[src/rtl/ice40_himax_pkg.sv]
// Shared types and constants for the HiMax camera emulator and its clock-gating controller.
package ice40_himax_pkg;

  typedef enum logic [2:0] {
    StIdle,
    StVsync,
    StVblank,
    StActive,
    StHblank
  } cam_state_e;

  typedef enum logic [1:0] {
    PatRamp    = 2'd0,
    PatBars    = 2'd1,
    PatConst   = 2'd2,
    PatChecker = 2'd3
  } pat_sel_e;

  localparam int unsigned XyW       = 12;
  localparam int unsigned CntW      = 22;
  localparam int unsigned FrameCntW = 16;

  // Clock-gating controller measures the vsync period with a counter of the same width.
  typedef enum logic [1:0] {
    CgRun,
    CgDrain,
    CgGated,
    CgWake
  } cg_state_e;

  localparam int unsigned CgPeriodW = CntW;

endpackage

[src/rtl/ice40_himax_cam_emu_if.sv]
// Camera-side parallel video bus: frame sync, line valid and 8-bit pixel data.
interface ice40_himax_cam_emu_if;
  logic       vsync;
  logic       hsync;
  logic [7:0] data;

  modport master (output vsync, output hsync, output data);
  modport slave  (input vsync, input hsync, input data);
endinterface

[src/rtl/ice40_himax_pat_gen.sv]
// Combinational test-pattern generator; the parent registers the result.
module ice40_himax_pat_gen
  import ice40_himax_pkg::*;
#(
  parameter int unsigned H_ACTIVE = 324
) (
  input  logic [XyW-1:0] x_i,
  input  logic [7:0]     y_i,
  input  logic [7:0]     frame_lsb_i,
  input  pat_sel_e       sel_i,
  input  logic [7:0]     const_i,
  output logic [7:0]     pix_o
);

  logic [14:0] x8;
  logic [14:0] quot;
  logic [2:0]  bar;

  always_comb begin
    x8    = {x_i, 3'b000};
    quot  = x8 / 15'(H_ACTIVE);
    bar   = (quot > 15'd7) ? 3'd7 : quot[2:0];
    pix_o = 8'h00;
    unique case (sel_i)
      PatRamp:    pix_o = x_i[7:0] + y_i + frame_lsb_i;
      PatBars:    pix_o = {bar, 5'b00000};
      PatConst:   pix_o = const_i;
      PatChecker: pix_o = (x_i[3] ^ y_i[3]) ? 8'hFF : 8'h00;
      default:    pix_o = 8'h00;
    endcase
  end

endmodule

[src/rtl/ice40_himax_cam_emu.sv]
// HiMax-style camera emulator: frame timing FSM with registered sync, data and status outputs.
module ice40_himax_cam_emu
  import ice40_himax_pkg::*;
#(
  parameter int unsigned H_ACTIVE = 324,
  parameter int unsigned H_BLANK  = 76,
  parameter int unsigned V_ACTIVE = 324,
  parameter int unsigned VS_LEN   = 16,
  parameter int unsigned VB_LEN   = 4096
) (
  input  logic                  i_pclk_in,
  input  logic                  resetn,
  input  logic                  i_en,
  input  logic [1:0]            i_pat_sel,
  input  logic [7:0]            i_const,
  ice40_himax_cam_emu_if.master o_cam,
  output logic [15:0]           o_frame_cnt,
  output logic                  o_busy
);

  cam_state_e           state_q, state_d;
  logic [CntW-1:0]      cnt_q, cnt_d;
  logic [XyW-1:0]       x_q, x_d, y_q, y_d;
  logic [FrameCntW-1:0] frame_cnt_q, frame_cnt_d;
  pat_sel_e             sel_q, sel_d;
  logic [7:0]           const_q, const_d;
  logic                 vsync_q, vsync_d, hsync_q, hsync_d, busy_q, busy_d;
  logic [7:0]           data_q, data_d;
  logic [7:0]           pix;

  ice40_himax_pat_gen #(
    .H_ACTIVE(H_ACTIVE)
  ) u_pat_gen (
    .x_i        (x_q),
    .y_i        (y_q[7:0]),
    .frame_lsb_i(frame_cnt_q[7:0]),
    .sel_i      (sel_q),
    .const_i    (const_q),
    .pix_o      (pix)
  );

  always_comb begin
    state_d     = state_q;
    cnt_d       = cnt_q;
    x_d         = x_q;
    y_d         = y_q;
    frame_cnt_d = frame_cnt_q;
    sel_d       = sel_q;
    const_d     = const_q;
    unique case (state_q)
      StIdle: begin
        if (i_en) begin
          state_d = StVsync;
          cnt_d   = '0;
        end
      end
      StVsync: begin
        if (cnt_q == CntW'(VS_LEN - 1)) begin
          state_d = StVblank;
          cnt_d   = '0;
        end else begin
          cnt_d = cnt_q + 22'd1;
        end
      end
      StVblank: begin
        // Pattern controls are frozen here for the whole frame.
        if (cnt_q == CntW'(VB_LEN - 1)) begin
          state_d = StActive;
          cnt_d   = '0;
          x_d     = '0;
          y_d     = '0;
          sel_d   = pat_sel_e'(i_pat_sel);
          const_d = i_const;
        end else begin
          cnt_d = cnt_q + 22'd1;
        end
      end
      StActive: begin
        if (x_q == XyW'(H_ACTIVE - 1)) begin
          state_d = StHblank;
          cnt_d   = '0;
        end else begin
          x_d = x_q + 12'd1;
        end
      end
      StHblank: begin
        if (cnt_q == CntW'(H_BLANK - 1)) begin
          cnt_d = '0;
          if (y_q < XyW'(V_ACTIVE - 1)) begin
            state_d = StActive;
            x_d     = '0;
            y_d     = y_q + 12'd1;
          end else begin
            frame_cnt_d = frame_cnt_q + 16'd1;
            state_d     = i_en ? StVsync : StIdle;
          end
        end else begin
          cnt_d = cnt_q + 22'd1;
        end
      end
      default: state_d = StIdle;
    endcase
  end

  // Sync/data outputs are a registered decode of the current state (one-cycle lag).
  always_comb begin
    vsync_d = (state_q == StVsync);
    hsync_d = (state_q == StActive);
    data_d  = hsync_d ? pix : 8'h00;
    busy_d  = (state_d != StIdle);
  end

  always_ff @(posedge i_pclk_in or negedge resetn) begin
    if (!resetn) begin
      state_q     <= StIdle;
      cnt_q       <= '0;
      x_q         <= '0;
      y_q         <= '0;
      frame_cnt_q <= '0;
      sel_q       <= PatRamp;
      const_q     <= '0;
      vsync_q     <= 1'b0;
      hsync_q     <= 1'b0;
      data_q      <= '0;
      busy_q      <= 1'b0;
    end else begin
      state_q     <= state_d;
      cnt_q       <= cnt_d;
      x_q         <= x_d;
      y_q         <= y_d;
      frame_cnt_q <= frame_cnt_d;
      sel_q       <= sel_d;
      const_q     <= const_d;
      vsync_q     <= vsync_d;
      hsync_q     <= hsync_d;
      data_q      <= data_d;
      busy_q      <= busy_d;
    end
  end

  assign o_cam.vsync = vsync_q;
  assign o_cam.hsync = hsync_q;
  assign o_cam.data  = data_q;
  assign o_frame_cnt = frame_cnt_q;
  assign o_busy      = busy_q;

endmodule

[src/flat_wrapper.sv]
// flat-port wrapper written by rule: the top's interface ports become plain ports
module ice40_himax_cam_emu_flat import ice40_himax_pkg::*;
#(
  parameter int unsigned H_ACTIVE = 324,
  parameter int unsigned H_BLANK  = 76,
  parameter int unsigned V_ACTIVE = 324,
  parameter int unsigned VS_LEN   = 16,
  parameter int unsigned VB_LEN   = 4096
)
  (i_pclk_in, resetn, i_en, i_pat_sel, i_const, o_frame_cnt, o_busy, o_cam_vsync, o_cam_hsync, o_cam_data);
  ice40_himax_cam_emu_if o_cam_i ();
  input  logic i_pclk_in;
  input  logic resetn;
  input  logic i_en;
  input  logic [1:0] i_pat_sel;
  input  logic [7:0] i_const;
  output logic [15:0] o_frame_cnt;
  output logic o_busy;
  output wire logic [$bits(o_cam_i.vsync)-1:0] o_cam_vsync;
  output wire logic [$bits(o_cam_i.hsync)-1:0] o_cam_hsync;
  output wire logic [$bits(o_cam_i.data)-1:0] o_cam_data;
  assign o_cam_vsync = o_cam_i.vsync;
  assign o_cam_hsync = o_cam_i.hsync;
  assign o_cam_data = o_cam_i.data;
  ice40_himax_cam_emu #(.H_ACTIVE(H_ACTIVE), .H_BLANK(H_BLANK), .V_ACTIVE(V_ACTIVE), .VS_LEN(VS_LEN), .VB_LEN(VB_LEN)) u_core (.i_pclk_in(i_pclk_in), .resetn(resetn), .i_en(i_en), .i_pat_sel(i_pat_sel), .i_const(i_const), .o_cam(o_cam_i), .o_frame_cnt(o_frame_cnt), .o_busy(o_busy));
endmodule
[config.mk]
export PLATFORM = sky130hd
export DESIGN_NAME = ice40_himax_cam_emu_flat
export DESIGN_NICKNAME = d
export VERILOG_FILES = /design/src/rtl/ice40_himax_pkg.sv /design/src/rtl/ice40_himax_cam_emu_if.sv /design/src/rtl/ice40_himax_pat_gen.sv /design/src/rtl/ice40_himax_cam_emu.sv /design/src/flat_wrapper.sv
export SDC_FILE = /design/constraint.sdc
export NUM_CORES = 1
export LEC_CHECK = 0
export CAP_MARGIN = 10
export CELL_PAD_IN_SITES_DETAIL_PLACEMENT = 0
export CELL_PAD_IN_SITES_GLOBAL_PLACEMENT = 1
export CORE_MARGIN = 10
export CORE_UTILIZATION = 35
export CTS_BUF_LIST = sky130_fd_sc_hd__clkbuf_8 sky130_fd_sc_hd__clkbuf_16
export DETAILED_ROUTE_END_ITERATION = 7
export PLACE_DENSITY = 0.67
export SLEW_MARGIN = 20
export SYNTH_ARGS = -nofsm -noshare
export SYNTH_HDL_FRONTEND = slang
export SYNTH_SLANG_ARGS = --single-unit
[constraint.sdc]
create_clock -name i_pclk_in -period 7 [get_ports i_pclk_in]
set_clock_uncertainty 0.15 [all_clocks]
set_input_delay 1.4 -clock i_pclk_in [delete_from_list [all_inputs] [get_ports i_pclk_in]]
set_output_delay 1.4 -clock i_pclk_in [all_outputs]
set_load 0.02 [all_outputs]
==> impl_metrics.sql <==
INSERT INTO impl_metrics (metric_group, metric, value, unit) VALUES
('logic_synthesis', 'synth.ff_latch_count', '86', ''),
('clocking', 'number_of_buffers_inserted_for_hold_repair_after_clock_tree_synthesis', '0', ''),
('sta', 'final_min_period_over_clock_period', '0.944', ''),
('global_route', 'grt_antenna_before_repair', '0', ''),
('floorplanning', 'starting_utilization_of_the_core_area', '0.357', ''),
('clocking', 'cts_root_buf', 'clkbuf_16', ''),
('pwr', 'static-leakage-power', '3.20', 'nW'),
('worst_hold_path', 'worst_hold_path.num_cells', '1', ''),
('global_route', 'global_route_congestion_overflow_total', '0', ''),
('sta', 'report.final.slew_viol_count', '0', ''),
('placed_design', 'place_inst', '1013', ''),
('logic_synthesis', 'cell_count_after_synthesis', '767', ''),
('placed_design', 'gp_congestion', '0.877', ''),
('logic_synthesis', 'synth-edff-count', '0', ''),
('placed_design', 'dpl_cell_area', '7280', 'um^2'),
('placed_design', 'dp_worst_setup_slack', '0.386', 'ns'),
('clocking', 'cts_tree', 'done', ''),
('critical_path', 'cp_data_arrival_time', '6.70', 'ns'),
('global_route', 'grt_pass1_vias', '5817', ''),
('floorplanning', 'chipHeight', '158', 'um'),
('critical_path', 'timing.setup.critical_path_class', 'register to register', ''),
('clocking', 'clkSinkCount', '86', ''),
('placed_design', 'port_buffers', '39', ''),
('worst_hold_path', 'min_from', 'u_core.o_frame_cnt[15]', ''),
('flow_run', 'max_cap_viol_count', '0', ''),
('drt', 'vias', '5946', ''),
('sta', 'rsz0062_at_grt', 'false', ''),
('cells_and_area', 'num_antenna_cells', '0', ''),
('pwr', 'vdd_drop_max', '0.104', 'mV'),
('drt', 'drt_iter0_drc', '394', ''),
('sta', 'setup_viol', '0', ''),
('cells_and_area', 'stdcell_area', '7600', 'um^2'),
('logic_synthesis', 'synth_async_sr_flop_share', '1.00', ''),
('logic_synthesis', 'seq_area_frac_synth', '0.321', ''),
('drt', 'remaining_drc_errors', '0', ''),
('sta', 'finalHoldViolCount', '0', ''),
('placed_design', 'place_hpwl', '13100', 'um'),
('clocking', 'cts_buffers', '9', ''),
('drt', 'route.final.wire_length', '17700', 'um'),
('sta', 'final_worst_setup_slack', '0.390', 'ns'),
('global_route', 'groute.usage.overall', '0.144', ''),
('floorplanning', 'die_area', '25100', 'um^2'),
('critical_path', 'crit_path_start_kind', 'register', ''),
('drt', 'avgViaCountPerCell', '5.78', ''),
('sta', 'worst_slew_margin_rel', '0.359', ''),
('floorplanning', 'fp.coreArea', '18800', 'um^2'),
('pwr', 'power', '1.00', 'mW'),
('logic_synthesis', 'synth.cell_area', '6700', 'um^2'),
('critical_path', 'critical_path.reg2reg.endpoint', 'u_core.o_cam.data[5]', ''),
('global_route', 'first_pass_grt_wire_length', '30100', 'um'),
('logic_synthesis', 'synth_area_per_cell', '8.73', 'um^2'),
('drt', 'antenna_violating_nets_post_route', '0', ''),
('cells_and_area', 'multiInputGateArea', '4330', 'um^2'),
('logic_synthesis', 'yosys_warnings', '0', ''),
('global_route', 'grt_start_max_net_pins', '74', ''),
('clocking', 'insertion_delay', '0.34', 'ns'),
('pwr', 'cellPowerDensity', '132', 'nW/um^2'),
('cells_and_area', 'final_layout_size_suffix_gt1_frac', '0.106', ''),
('critical_path', 'critical_path.max_fanout', '12', ''),
('sta', 'fin_crit', '6.61', 'ns'),
('clocking', 'cts.clk_slew.worst_paths', '0.07', 'ns'),
('cells_and_area', 'final_nets', '826', ''),
('logic_synthesis', 'dominantRegCellSynth', 'dfrtp_1', ''),
('floorplanning', 'ioPinCount', '40', ''),
('clocking', 'ctsHtreeMaxLevel', '3', ''),
('floorplanning', 'row_count', '50', ''),
('run_status', 'result_of_the_run', 'finished clean', ''),
('cells_and_area', 'finish.utilization', '0.405', ''),
('logic_synthesis', 'postSynthNetCount', '803', ''),
('drt', 'drt-pass1-iter-count', '4', ''),
('floorplanning', 'fp.dieW', '158', 'um');
[logic make-up after synthesis]
family / after synthesis / synth area share
xor+xnor: 64 / 0.0870
buf+inv: 54 / 0.0357
compound gates: 210 / 0.234
flops: 86 / 0.321
fa+ha+maj: 24 / 0.0534
mux: 22 / 0.0359
simple gates: 307 / 0.233
[flip-flops by register name, summed over array words and instances (netlist names)]
| name | flops |
|---|---|
| u_core.y_q | 12 |
| u_core.sel_q | 2 |
| u_core.o_cam.vsync | 1 |
| u_core.state_q | 3 |
| u_core.const_q | 8 |
| u_core.cnt_q | 22 |
| u_core.o_cam.data | 8 |
| u_core.x_q | 12 |
| u_core.o_frame_cnt | 16 |
| u_core.o_cam.hsync | 1 |
| u_core.o_busy | 1 |
[placed cells by master (no fill, tap or decap), types with 9 or more instances in the layout]
cell and count:
and3_1 23, nor2_1 83, xnor2_1 33, xor2_1 28, a21oi_1 30, nand3_1 36
o31ai_1 9, inv_1 17, a31oi_1 9, nand4_1 13, dfrtp_1 85, o21ai_0 51
nor3_1 28, clkbuf_16 9, nand2_1 66, nand2b_1 10, mux2_2 16, ha_1 15
o21a_1 13, clkdlybuf4s50_1 38, buf_4 10
[worst max-delay path, cell delays in order (launching register included)]
cell and delay, ns:
dfrtp_1 0.54, or4b_4 0.61, or3_4 0.37, a2bb2oi_4 0.25, nor4_1 0.09, or3_4 0.42, or4_1 0.47, o211a_1 0.43
nor4b_4 0.43, a211oi_2 0.13, o21a_1 0.24, o211a_1 0.29, o311ai_0 0.34, o31ai_1 0.20, ha_1 0.21, nand2b_1 0.16
nor3_1 0.28, nor2_1 0.09, a2111oi_0 0.49, a211oi_1 0.16, o32ai_1 0.15
[layout make-up]
type                            instances  area share
Tap cell                              234      0.0385
Multi-Input combinational cell        627       0.569
Clock buffer                            9      0.0296
Sequential cell                        86       0.283
Clock inverter                          7      0.0105
Timing Repair Buffer                   48      0.0599
Inverter                               18     0.00889
[worst max-delay path by stage]
stage / from / end / slack (ns) / cells past startpoint
2_1_floorplan: u_core.x_q[5] / u_core.o_cam.data[5] / 1.17 / 23
3_3_place_gp: u_core.x_q[9] / u_core.o_cam.data[5] / 0.54 / 19
3_5_place_dp: u_core.x_q[9] / u_core.o_cam.data[5] / 0.39 / 19
4_1_cts: u_core.x_q[9] / u_core.o_cam.data[5] / 0.37 / 19
5_1_grt: u_core.x_q[11] / u_core.o_cam.data[5] / 0.04 / 20
6_report: u_core.x_q[7] / u_core.o_cam.data[5] / 0.39 / 20
[metal layers]
layer,track usage,vias up,part of all wire,wire [um]
met5,0,-,0,0
met4,0.0313,0,0.010,179
met3,0.0308,23,0.045,803
met2,0.234,145,0.47,8310
met1,0.194,2903,0.48,8430
li1,-,2875,-,-
[cells in the mapped netlist (all sizes together) (3+ instances only)]
| cell type | instances | area (um^2) |
|---|---|---|
| ha | 15 | 188 |
| nor3 | 28 | 140 |
| o22ai | 10 | 75.1 |
| a21o | 7 | 52.6 |
| or4 | 5 | 37.5 |
| nand3 | 37 | 190 |
| nor2 | 85 | 322 |
| and2 | 4 | 25.0 |
| xnor2 | 35 | 322 |
| o31ai | 11 | 110 |
| nand2 | 66 | 248 |
| a2bb2oi | 3 | 61.3 |
| o2111ai | 4 | 41.3 |
| clkbuf | 25 | 95.1 |
| a2111oi | 3 | 26.3 |
| buf | 11 | 76.3 |
| o211a | 4 | 40.0 |
| a31oi | 9 | 56.3 |
| nand2b | 10 | 62.6 |
| a221oi | 4 | 35.0 |
| mux2i | 6 | 60.1 |
| nor2b | 6 | 37.5 |
| mux2 | 16 | 180 |
| fa | 8 | 160 |
| a22o | 4 | 35.0 |
| inv | 17 | 63.8 |
| nor4 | 9 | 71.3 |
| a211oi | 11 | 97.6 |
| a21oi | 31 | 159 |
| or2 | 6 | 37.5 |
| xor2 | 29 | 262 |
| o311ai | 5 | 43.8 |
| dfrtp | 86 | 2150 |
| o21a | 13 | 97.6 |
| a211o | 4 | 35.0 |
| o211ai | 9 | 77.6 |
| and3 | 23 | 144 |
| nand4 | 13 | 81.3 |
| or3 | 6 | 52.6 |
| o21ai | 55 | 275 |
[where the power goes]
group          internal [mW]  total (mW)  switching [mW]  leakage (nW)
Combinational        0.00616      0.0171          0.0109          1.93
Clock                  0.280       0.489           0.209         0.143
Sequential             0.497       0.497               0          1.13
[what timing repair did]
item                                    4_1_cts  5_1_grt
hold endpoints to repair                      0        0
buffers inserted                              0        0
gates resized for setup                       0        6
endpoints found under the setup margin        0        1
(Power assumes the default switching activity.)
